File: src/rtl/trace_step_sequencer_pkg.sv
`default_nettype none
// ============================================================================
// Module      : trace_step_sequencer_pkg
// Description : Shared constants and types for the tiny86 trace step
//               sequencer. These cover the step and register-file geometry,
//               the register index map and the sequencer state encoding.
// Revision    : 1.0 - initial release
// ============================================================================
package trace_step_sequencer_pkg;

    // Step geometry: [559:464] instr, [463:144] regs, [143:0] two 72-bit hint fields
    localparam int STEP_W       = 560;
    localparam int REGS_W       = 320;
    localparam int STEP_REGS_HI = 463;
    localparam int STEP_REGS_LO = 144;
    localparam int REG_W        = 32;
    localparam int NUM_REGS     = 10;

    // Register index within a 320-bit register file (bit i of CHECK_MASK,
    // field at [i*32 +: 32]); eax is the most significant field.
    localparam int REG_EFLAGS = 0;
    localparam int REG_EIP    = 1;
    localparam int REG_EBP    = 2;
    localparam int REG_ESP    = 3;
    localparam int REG_EDI    = 4;
    localparam int REG_ESI    = 5;
    localparam int REG_EDX    = 6;
    localparam int REG_ECX    = 7;
    localparam int REG_EBX    = 8;
    localparam int REG_EAX    = 9;

    typedef enum logic [1:0] {
        S_FILL = 2'd0,
        S_EXEC = 2'd1,
        S_DONE = 2'd2
    } seq_state_t;

endpackage : trace_step_sequencer_pkg
`default_nettype wire

File: src/rtl/trace_step_sequencer_if.sv
`default_nettype none
// ============================================================================
// Module      : trace_step_sequencer_if
// Description : Bundles the streamed trace input handshake and the
//               step/exec_regs exchange with tiny86.
//               master : trace source + tiny86 side (drives beats, exec_regs)
//               slave  : sequencer side (drives in_ready, step, step_valid)
// Revision    : 1.0 - initial release
// ============================================================================
interface trace_step_sequencer_if #(
    parameter int IN_W = 16
);
    import trace_step_sequencer_pkg::*;

    logic [IN_W-1:0]   in_data;
    logic              in_valid;
    logic              in_last;
    logic              in_ready;
    logic [STEP_W-1:0] step;
    logic              step_valid;
    logic [REGS_W-1:0] exec_regs;

    modport master (
        output in_data, in_valid, in_last, exec_regs,
        input  in_ready, step, step_valid
    );

    modport slave (
        input  in_data, in_valid, in_last, exec_regs,
        output in_ready, step, step_valid
    );

endinterface : trace_step_sequencer_if
`default_nettype wire

File: src/rtl/trace_step_sequencer_regs_chain_cmp.sv
`default_nettype none
// ============================================================================
// Module      : regs_chain_cmp
// Description : Combinational register-chain continuity compare. Flags a
//               mismatch when any register enabled in CHECK_MASK differs
//               between the previous step's outputs and the current step's
//               inputs.
//   prev_regs in  320  output register file of the previous step
//   cur_regs  in  320  input register file of the current step
//   mismatch  out 1    any enabled register differs
// Revision    : 1.0 - initial release
// ============================================================================
module regs_chain_cmp
    import trace_step_sequencer_pkg::*;
#(
    parameter logic [NUM_REGS-1:0] CHECK_MASK = 10'h3FF
) (
    input  logic [REGS_W-1:0] prev_regs,
    input  logic [REGS_W-1:0] cur_regs,
    output logic              mismatch
);

    logic [NUM_REGS-1:0] w_diff;

    generate
        for (genvar gi = 0; gi < NUM_REGS; gi++) begin : g_reg
            assign w_diff[gi] = CHECK_MASK[gi] &&
                                (prev_regs[gi*REG_W +: REG_W] != cur_regs[gi*REG_W +: REG_W]);
        end
    endgenerate

    assign mismatch = |w_diff;

endmodule : regs_chain_cmp
`default_nettype wire

File: src/rtl/trace_step_sequencer.sv
`default_nettype none
// ============================================================================
// Module      : trace_step_sequencer
// Description : Upstream feeder for tiny86. Deserialises a narrow trace
//               stream into 560-bit steps, presents each step for one cycle,
//               captures tiny86's output registers and checks that each
//               step's input registers continue the previous step's outputs.
//   clk         in   1    clock
//   rst_n       in   1    asynchronous active-low reset
//   bus         slave     in_data/in_valid/in_last/in_ready,
//                         step/step_valid/exec_regs
//   step_count  out  32   steps presented since reset
//   chain_err   out  1    sticky continuity mismatch
//   err_step    out  32   index of first mismatching step
//   frame_err   out  1    sticky: in_last on a non-final beat
//   done        out  1    trace finished; held until reset
// Revision    : 1.0 - initial release
// ============================================================================
module trace_step_sequencer
    import trace_step_sequencer_pkg::*;
#(
    parameter int                  IN_W       = 16,
    parameter logic [NUM_REGS-1:0] CHECK_MASK = 10'h3FF
) (
    input  logic                         clk,
    input  logic                         rst_n,
    trace_step_sequencer_if.slave        bus,
    output logic [31:0]                  step_count,
    output logic                         chain_err,
    output logic [31:0]                  err_step,
    output logic                         frame_err,
    output logic                         done
);

    localparam int                c_beats     = STEP_W / IN_W;
    localparam int                c_cnt_w     = (c_beats > 1) ? $clog2(c_beats) : 1;
    localparam logic [c_cnt_w-1:0] c_last_beat = c_cnt_w'(c_beats - 1);

    seq_state_t          r_state;
    logic [c_cnt_w-1:0]  r_beat_cnt;
    logic [STEP_W-1:0]   r_step;
    logic                r_step_valid;
    logic                r_in_ready;
    logic [31:0]         r_step_count;
    logic                r_chain_err;
    logic [31:0]         r_err_step;
    logic                r_frame_err;
    logic                r_done;
    logic                r_have_prev;
    logic [REGS_W-1:0]   r_prev_regs;
    logic                r_last_seen;

    logic                w_accept;
    logic                w_mismatch;

    assign w_accept = bus.in_valid && r_in_ready;

    regs_chain_cmp #(
        .CHECK_MASK (CHECK_MASK)
    ) u_regs_chain_cmp (
        .prev_regs (r_prev_regs),
        .cur_regs  (r_step[STEP_REGS_HI:STEP_REGS_LO]),
        .mismatch  (w_mismatch)
    );

    // in_ready, step_valid and done are registered alongside the state so
    // they always equal the decode of the state being entered.
    always_ff @(posedge clk or negedge rst_n) begin
        if (!rst_n) begin
            r_state      <= S_FILL;
            r_beat_cnt   <= '0;
            r_step       <= '0;
            r_step_valid <= 1'b0;
            r_in_ready   <= 1'b1;
            r_step_count <= 32'd0;
            r_chain_err  <= 1'b0;
            r_err_step   <= 32'd0;
            r_frame_err  <= 1'b0;
            r_done       <= 1'b0;
            r_have_prev  <= 1'b0;
            r_prev_regs  <= '0;
            r_last_seen  <= 1'b0;
        end else begin
            case (r_state)
                S_FILL: begin
                    if (w_accept) begin
                        // First beat ends up in the top bits after BEATS shifts
                        r_step <= {r_step[STEP_W-IN_W-1:0], bus.in_data};
                        if (r_beat_cnt == c_last_beat) begin
                            r_beat_cnt   <= '0;
                            r_last_seen  <= bus.in_last;
                            r_state      <= S_EXEC;
                            r_in_ready   <= 1'b0;
                            r_step_valid <= 1'b1;
                        end else begin
                            r_beat_cnt <= r_beat_cnt + 1'b1;
                            if (bus.in_last) begin
                                // Trace ended mid-step: abandon the partial step
                                r_frame_err <= 1'b1;
                                r_done      <= 1'b1;
                                r_in_ready  <= 1'b0;
                                r_state     <= S_DONE;
                            end
                        end
                    end
                end

                S_EXEC: begin
                    r_step_valid <= 1'b0;
                    if (r_have_prev && w_mismatch && !r_chain_err) begin
                        r_chain_err <= 1'b1;
                        r_err_step  <= r_step_count;
                    end
                    r_prev_regs  <= bus.exec_regs;
                    r_have_prev  <= 1'b1;
                    r_step_count <= r_step_count + 32'd1;
                    if (r_last_seen) begin
                        r_done  <= 1'b1;
                        r_state <= S_DONE;
                    end else begin
                        r_in_ready <= 1'b1;
                        r_state    <= S_FILL;
                    end
                end

                S_DONE: begin
                    r_state <= S_DONE;
                end

                default: begin
                    r_state <= S_DONE;
                    r_done  <= 1'b1;
                end
            endcase
        end
    end

    assign bus.in_ready   = r_in_ready;
    assign bus.step       = r_step;
    assign bus.step_valid = r_step_valid;
    assign step_count     = r_step_count;
    assign chain_err      = r_chain_err;
    assign err_step       = r_err_step;
    assign frame_err      = r_frame_err;
    assign done           = r_done;

endmodule : trace_step_sequencer
`default_nettype wire

File: src/flat_wrapper.sv
// flat-port wrapper written by rule: the top's interface ports become plain ports
module trace_step_sequencer_flat import trace_step_sequencer_pkg::*;
#(
    parameter int                  IN_W       = 16,
    parameter logic [NUM_REGS-1:0] CHECK_MASK = 10'h3FF
)
  (clk, rst_n, step_count, chain_err, err_step, frame_err, done, bus_in_data, bus_in_valid, bus_in_last, bus_exec_regs, bus_in_ready, bus_step, bus_step_valid);
  trace_step_sequencer_if #(.IN_W(IN_W)) bus_i ();
  input  logic clk;
  input  logic rst_n;
  output logic [31:0] step_count;
  output logic chain_err;
  output logic [31:0] err_step;
  output logic frame_err;
  output logic done;
  input wire logic [$bits(bus_i.in_data)-1:0] bus_in_data;
  input wire logic [$bits(bus_i.in_valid)-1:0] bus_in_valid;
  input wire logic [$bits(bus_i.in_last)-1:0] bus_in_last;
  input wire logic [$bits(bus_i.exec_regs)-1:0] bus_exec_regs;
  output wire logic [$bits(bus_i.in_ready)-1:0] bus_in_ready;
  output wire logic [$bits(bus_i.step)-1:0] bus_step;
  output wire logic [$bits(bus_i.step_valid)-1:0] bus_step_valid;
  assign bus_i.in_data = bus_in_data;
  assign bus_i.in_valid = bus_in_valid;
  assign bus_i.in_last = bus_in_last;
  assign bus_i.exec_regs = bus_exec_regs;
  assign bus_in_ready = bus_i.in_ready;
  assign bus_step = bus_i.step;
  assign bus_step_valid = bus_i.step_valid;
  trace_step_sequencer #(.IN_W(IN_W), .CHECK_MASK(CHECK_MASK)) u_core (.clk(clk), .rst_n(rst_n), .bus(bus_i), .step_count(step_count), .chain_err(chain_err), .err_step(err_step), .frame_err(frame_err), .done(done));
endmodule
File: config.mk
export PLATFORM = sky130hd
export DESIGN_NAME = trace_step_sequencer_flat
export DESIGN_NICKNAME = d
export VERILOG_FILES = /design/src/rtl/trace_step_sequencer_pkg.sv /design/src/rtl/trace_step_sequencer_if.sv /design/src/rtl/trace_step_sequencer_regs_chain_cmp.sv /design/src/rtl/trace_step_sequencer.sv /design/src/flat_wrapper.sv
export SDC_FILE = /design/constraint.sdc
export NUM_CORES = 2
export LEC_CHECK = 0
export ABC_AREA = 1
export BUFFER_PORTS_ARGS = -buffer_cell sky130_fd_sc_hd__buf_4
export CAP_MARGIN = 40
export CORE_AREA = 2 2 379 381
export CTS_CLUSTER_SIZE = 25
export DETAILED_ROUTE_END_ITERATION = 7
export DIE_AREA = 0 0 381 383
export MAX_ROUTING_LAYER = met4
export PLACE_DENSITY_LB_ADDON = 0.1
export SYNTH_ARGS = -nofsm -noshare
export SYNTH_HDL_FRONTEND = slang
export SYNTH_SLANG_ARGS = --single-unit
File: constraint.sdc
create_clock -name clk -period 5.9 [get_ports clk]
set_clock_uncertainty 0.05 [all_clocks]
set_input_delay 1.18 -clock clk [delete_from_list [all_inputs] [get_ports clk]]
set_output_delay 1.18 -clock clk [all_outputs]
set_load 0.03 [all_outputs]
=== After elaboration in Yosys (flattened, before gate mapping) ===
Index checks and enable logic that the tools add are counted.

* Register bits after elaboration: 959
* Latch bits: 0
* Bits in writable memories: 0
* Memory bits (read-only): 0
* Input port bits: 340
* Memories: 0

* Add/subtract/negate cells: 2
* Multiply operators: 0
* Divide/modulo/power cells: 0
* Magnitude comparators: 0
* Equal/unequal tests: 20
* Shifts and indexed selects: 0
* Muxes and demuxes: 19
* Bitwise logic cells: 2
* Reduce and logical (&&, ||, !) cells: 15

{| class="wikitable"
|+ Operator list
! kind !! count
|-
| $ne 32x32->1 || 10
|-
| $add 32x1->32 const B || 1
|-
| $mux 1 || 10
|-
| $reduce_or 10->1 || 1
|-
| $mux 2 || 4
|-
| $reduce_and 4->1 || 2
|-
| $add 6x1->6 const B || 1
|-
| $eq 6x6->1 const B || 1
|-
| $mux 6 || 1
|-
| $ne 2x1->1 const B || 3
|-
| $ne 2x2->1 const B || 3
|-
| $reduce_and 2->1 || 3
|-
| $reduce_and 3->1 || 2
|-
| $reduce_and 5->1 || 1
|-
| $pmux 1 s2 || 2
|-
| $pmux 2 s2 || 1
|-
| $logic_and 1x1->1 || 3
|-
| $ne 3x2->1 const B || 1
|-
| $pmux 1 s3 || 1
|-
| $eq 2x1->1 const B || 1
|-
| $eq 2x2->1 const B || 1
|-
| $logic_not 2->1 || 1
|-
| $not 1->1 || 2
|-
| $reduce_bool 2->1 || 1
|-
| $logic_not 1->1 || 1
|}

=== Longest topological paths before layout ===
* Word-level depth: 5
* Mapped depth: 15

=== Modules after synthesis ===
A second synthesis with hierarchy kept.

* Cells, all modules: 5,150
* Area, all modules: 41,649.9 µm²

{| class="wikitable"
|+ Modules (own cells, without submodules)
! module !! instances !! cells each !! area an instance (µm²) !! sequential area each (µm²)
|-
| trace_step_sequencer || 1 || 4,114 || 36,740.2 || 23,999.3
|-
| regs_chain_cmp || 1 || 1,036 || 4,909.7 || 0.0
|}

=== Worst setup path after synthesis ===
OpenSTA, ideal clock, no wires.

* Path type: input-to-reg
* Start: input port bus_in_valid
* End: register u_core.r_step[267], in the netlist u_core.bus.step[267]
* Arrival time: 2.252 ns
* Required time: 5.731 ns
* Slack: 3.479 ns
* Stages on the path: 8
* Cell sequence: nand2_1 nor2_2 inv_2 buf_2 clkbuf_1 clkbuf_1 nand2_1 nand2_1

* Cells in the longest elaborated chain, start to end: 2

{| class="wikitable"
|+ RTL lines
! item !! line !! RTL
|-
| start: declaration || flat_wrapper.sv:17 || <nowiki>input wire logic [$bits(bus_i.in_valid)-1:0] bus_in_valid;</nowiki>
|-
| $logic_and 1x1->1 || trace_step_sequencer.sv:56 || <nowiki>assign w_accept = bus.in_valid && r_in_ready;</nowiki>
|-
| $reduce_and 2->1 (no source line) || -- ||
|-
| end signal: assignment || trace_step_sequencer.sv:88 || <nowiki>r_step <= {r_step[STEP_W-IN_W-1:0], bus.in_data};</nowiki>
|-
| end: declaration || trace_step_sequencer.sv:41 || <nowiki>logic [STEP_W-1:0] r_step;</nowiki>
|}

Every way passes these cells.
A chain may end at the register's enable or synchronous reset.

=== Worst setup path after layout ===
* Start: register u_core.r_step[361], in the netlist u_core.bus.step[361]
* End: register u_core.r_err_step[10], in the netlist u_core.err_step[10]

* Cells in the longest elaborated chain, start to end: 5

{| class="wikitable"
|+ RTL lines
! item !! line !! RTL
|-
| $ne 32x32->1 || trace_step_sequencer_regs_chain_cmp.sv:28 || <nowiki>(prev_regs[gi*REG_W +: REG_W] != cur_regs[gi*REG_W +: REG_W]);</nowiki>
|-
| $reduce_or 10->1 || trace_step_sequencer_regs_chain_cmp.sv:32 || <nowiki>assign mismatch = |w_diff;</nowiki>
|-
| $logic_and 1x1->1 (2 in series) || trace_step_sequencer.sv:110 || <nowiki>if (r_have_prev && w_mismatch && !r_chain_err) begin</nowiki>
|-
| $reduce_and 2->1 (no source line) || -- ||
|-
| end signal: assignment || trace_step_sequencer.sv:112 || <nowiki>r_err_step <= r_step_count;</nowiki>
|-
| end: declaration || trace_step_sequencer.sv:46 || <nowiki>logic [31:0] r_err_step;</nowiki>
|}

Every way passes these cells.

==> insert_results.sql <==
INSERT INTO impl_metrics (metric_group, metric, value, unit) VALUES
('worst_setup_path', 'critPathMaxFanout', '32', ''),
('sta', 'tns', '0', 'ps'),
('final_layout', 'share_of_post_route_cells_with_drive_strength_above_1', '0.198', ''),
('power', 'peakVddDrop', '0.257', 'mV'),
('worst_setup_path', 'timing.reg2reg.setup_slack', '2760', 'ps'),
('clocking', 'post_cts_resize_count', '0', ''),
('detailed_routing', 'detail_route.vias_per_cell', '4.61', ''),
('global_route', 'grt_util_met2', '0.427', ''),
('sta', 'timing.final.crit_share', '0.532', ''),
('global_route', 'global_route.usage.met3', '0.0531', ''),
('synthesis', 'synth.avg_cell_area', '7.94', 'um2'),
('final_layout', 'area.growth.synth_to_final', '30.9', '%'),
('synthesis', 'synthArstFlopShare', '1.00', ''),
('floorplanning', 'fp.coreArea', '0.142', 'mm2'),
('clocking', 'cts_hold_repair_buffers', '0', ''),
('clocking', 'number_of_clock_buffers_inserted_by_tritoncts', '113', ''),
('global_route', 'grt_pass1_vias', '37500', ''),
('placed_design', 'numPortBuffers', '968', ''),
('global_route', 'grt_pass1_wl', '279000', 'um'),
('placed_design', 'dpl_hpwl', '152000', 'um'),
('final_layout', 'layout_common_cells', '2,706 x nand2_1, 986 x buf_4, 958 x dfrtp_1', ''),
('synthesis', 'cell_area_synth', '0.0430', 'mm2'),
('worst_setup_path', 'timing.setup.critical_path_class', 'reg -> reg', ''),
('synthesis', 'synth_nets', '5757', ''),
('job', 'drv.max_cap_violation_count', '0', ''),
('power', 'p_sw_frac', '0.230', ''),
('worst_setup_path', 'worst-endpoint-required', '6470', 'ps'),
('floorplanning', 'io_pins', '969', ''),
('global_route', 'largest_net_degree_at_the_start_of_global_routing', '223', ''),
('clocking', 'clock_latency', '760', 'ps'),
('worst_setup_path', 'worst_setup_path_end_kind', 'flip-flop', ''),
('sta', 'worst_hold_slack', '400', 'ps'),
('power', 'internal_power', '11.0', 'mW'),
('power', 'power_density', '254', 'mW/mm2'),
('synthesis', 'synth_edf_count', '0', ''),
('sta', 'period_minus_slack', '3140', 'ps'),
('clocking', 'cts-root-buf', 'clkbuf_16', ''),
('final_layout', 'post-route-cell-area', '0.0563', 'mm2'),
('global_route', 'layer_carrying_the_most_global_route_usage', 'met2', ''),
('sta', 'maxSlewHeadroom', '0.244', ''),
('clocking', 'clock_tree_from_tritoncts', 'built', ''),
('global_route', 'antenna_found_initial', '18', ''),
('worst_setup_path', 'worst_r2r_endpoint', 'u_core.err_step[10]', ''),
('sta', 'grt_setup_unrepaired', 'false', ''),
('worst_setup_path', 'cpMaxStageDelayCell', 'xnor2_1', ''),
('worst_setup_path', 'count_of_cells_along_the_worst_register_to_register_path', '12', ''),
('placed_design', 'post-place-ws', '2220', 'ps'),
('power', 'power.share.sequential', '0.460', ''),
('placed_design', 'finalWeightedCongestion', '0.903', ''),
('power', 'leakagePower', '29.5', 'nW'),
('global_route', 'groute.layer.met1.usage', '0.362', ''),
('detailed_routing', 'vias', '38400', ''),
('sta', 'worst_pin_slew', '1130', 'ps'),
('power', 'comb_power_share', '0.026', ''),
('sta', 'finalHoldViolCount', '0', ''),
('detailed_routing', 'antenna_violating_nets_post_route', '0', ''),
('sta', 'slew_viol_final', '0', ''),
('worst_setup_path', 'crit_arrival', '3710', 'ps'),
('clocking', 'clock_tree.htree_level_count', '3', ''),
('clocking', 'clk_transition_reported_paths', '60', 'ps'),
('global_route', 'gr-total-overflow', '0', ''),
('synthesis', 'postSynthCellCount', '5414', ''),
('status', 'status', 'finished clean', ''),
('detailed_routing', 'drt-pass1-iter-count', '5', ''),
('min_path', 'class_of_the_worst_hold_path', 'in -> async', ''),
('worst_setup_path', 'series_of_cell_instances_along_the_critical_path', 'xnor2_1 > and2_1 > nand2_1 > nor2_1 > nand2_1 > nor2_1 > nand2_1 > nor2_1 > nand3_1 > buf_4 > nand3_1 > nand2_1', ''),
('worst_setup_path', 'family_with_the_most_delay_on_the_worst_path', 'simple AND/OR/NAND/NOR gates', ''),
('synthesis', 'synth.distinct_cells', '42', ''),
('floorplanning', 'dieHeight', '383', 'um'),
('clocking', 'clock_tree.buffer_depth', '3', ''),
('floorplanning', 'std_cell_rows', '139', '');
[synthesized netlist by cell type, types with 2 or more instances]
| master | number | area (um2) |
|---|---|---|
| nand2_1 | 2706 | 10200 |
| inv_1 | 348 | 1310 |
| xnor2_1 | 171 | 1500 |
| buf_2 | 10 | 50.1 |
| nor2_2 | 5 | 31.3 |
| o21ai_0 | 438 | 2190 |
| nor2_4 | 2 | 22.5 |
| ha_1 | 3 | 37.5 |
| dfrtp_1 | 958 | 24000 |
| buf_1 | 6 | 22.5 |
| nor3_1 | 8 | 40.0 |
| inv_2 | 72 | 270 |
| and2_1 | 15 | 93.8 |
| xor2_1 | 95 | 832 |
| nand3_2 | 2 | 20.0 |
| nor3_2 | 2 | 20.0 |
| nand2_2 | 2 | 12.5 |
| nand3_1 | 57 | 285 |
| nor2b_1 | 3 | 18.8 |
| clkbuf_1 | 188 | 706 |
| nor2_1 | 264 | 991 |
| a21oi_1 | 7 | 35.0 |
| nand4_1 | 30 | 188 |
| clkinv_1 | 4 | 15.0 |
[layout make-up]
type	count	area (um2)
multi-input combinational	3826	16700
antenna	10	25.0
clock buffer	176	3320
inverter	425	1620
tap	1903	2380
clock inverter	35	566
sequential	959	24000
fill	14900	86000
timing repair buffer	1002	7730
[per-layer routing]
layer | routed length, um | vias to the layer above
met5 | 0 | -
met4 | 5690 | 0
met3 | 13300 | 230
met2 | 92100 | 1272
met1 | 87800 | 18600
li1 | - | 18300
[metrics by stage]
stage	power, mW	utilization	instances
3_3_place_gp	7.08	0.368	8110
6_report	14.3	0.396	8336
4_1_cts	14.5	0.396	8326
3_5_place_dp	7.07	0.368	8115
2_1_floorplan	6.70	-	5414
5_1_grt	14.8	0.396	8334
[how the worst max path moves through the flow]
stage	cells past startpoint	end	start
after floorplan	8	u_core.bus.step[267]	bus_in_valid
after global placement	6	u_core.frame_err	bus_in_valid
after detailed placement	6	u_core.bus.step[479]	bus_in_valid
after CTS	12	u_core.err_step[16]	u_core.bus.step[361]
after global routing	6	u_core.bus.step[479]	u_core.r_state[0]
final	12	u_core.err_step[10]	u_core.bus.step[361]
[power by group through the flow]
stage,Combinational (mW),Clock (mW),Sequential [mW]
final,0.366,7.36,6.58
after global routing,0.401,7.80,6.57
after CTS,0.378,7.51,6.58
after detailed placement,0.377,0,6.70
after global placement,0.379,0,6.70
after floorplan,0.000706,0,6.70
[sequential cells by signal (all words and copies together), names as in the netlist, 2 cells and up]
register / cells
u_core.r_prev_regs: 320
u_core.err_step: 32
u_core.bus.step: 560
u_core.step_count: 32
u_core.r_beat_cnt: 6
u_core.r_state: 2
[kinds of logic (layout without fill, tap and decap cells)]
| kind of cell | Yosys count | count (layout) | share of synthesized area |
|---|---|---|---|
| AOI/OAI and AO/OA | 453 | 453 | 0.0533 |
| xor gates and xnor gates | 266 | 266 | 0.0542 |
| adders and majority gates | 3 | 3 | 0.000873 |
| buffers and inverters | 629 | 1638 | 0.0552 |
| DFF | 959 | 959 | 0.558 |
| other | 0 | 10 | 0 |
| and+or+nand+nor | 3104 | 3104 | 0.279 |
No activity file was read; power rests on OpenSTA's default activity.
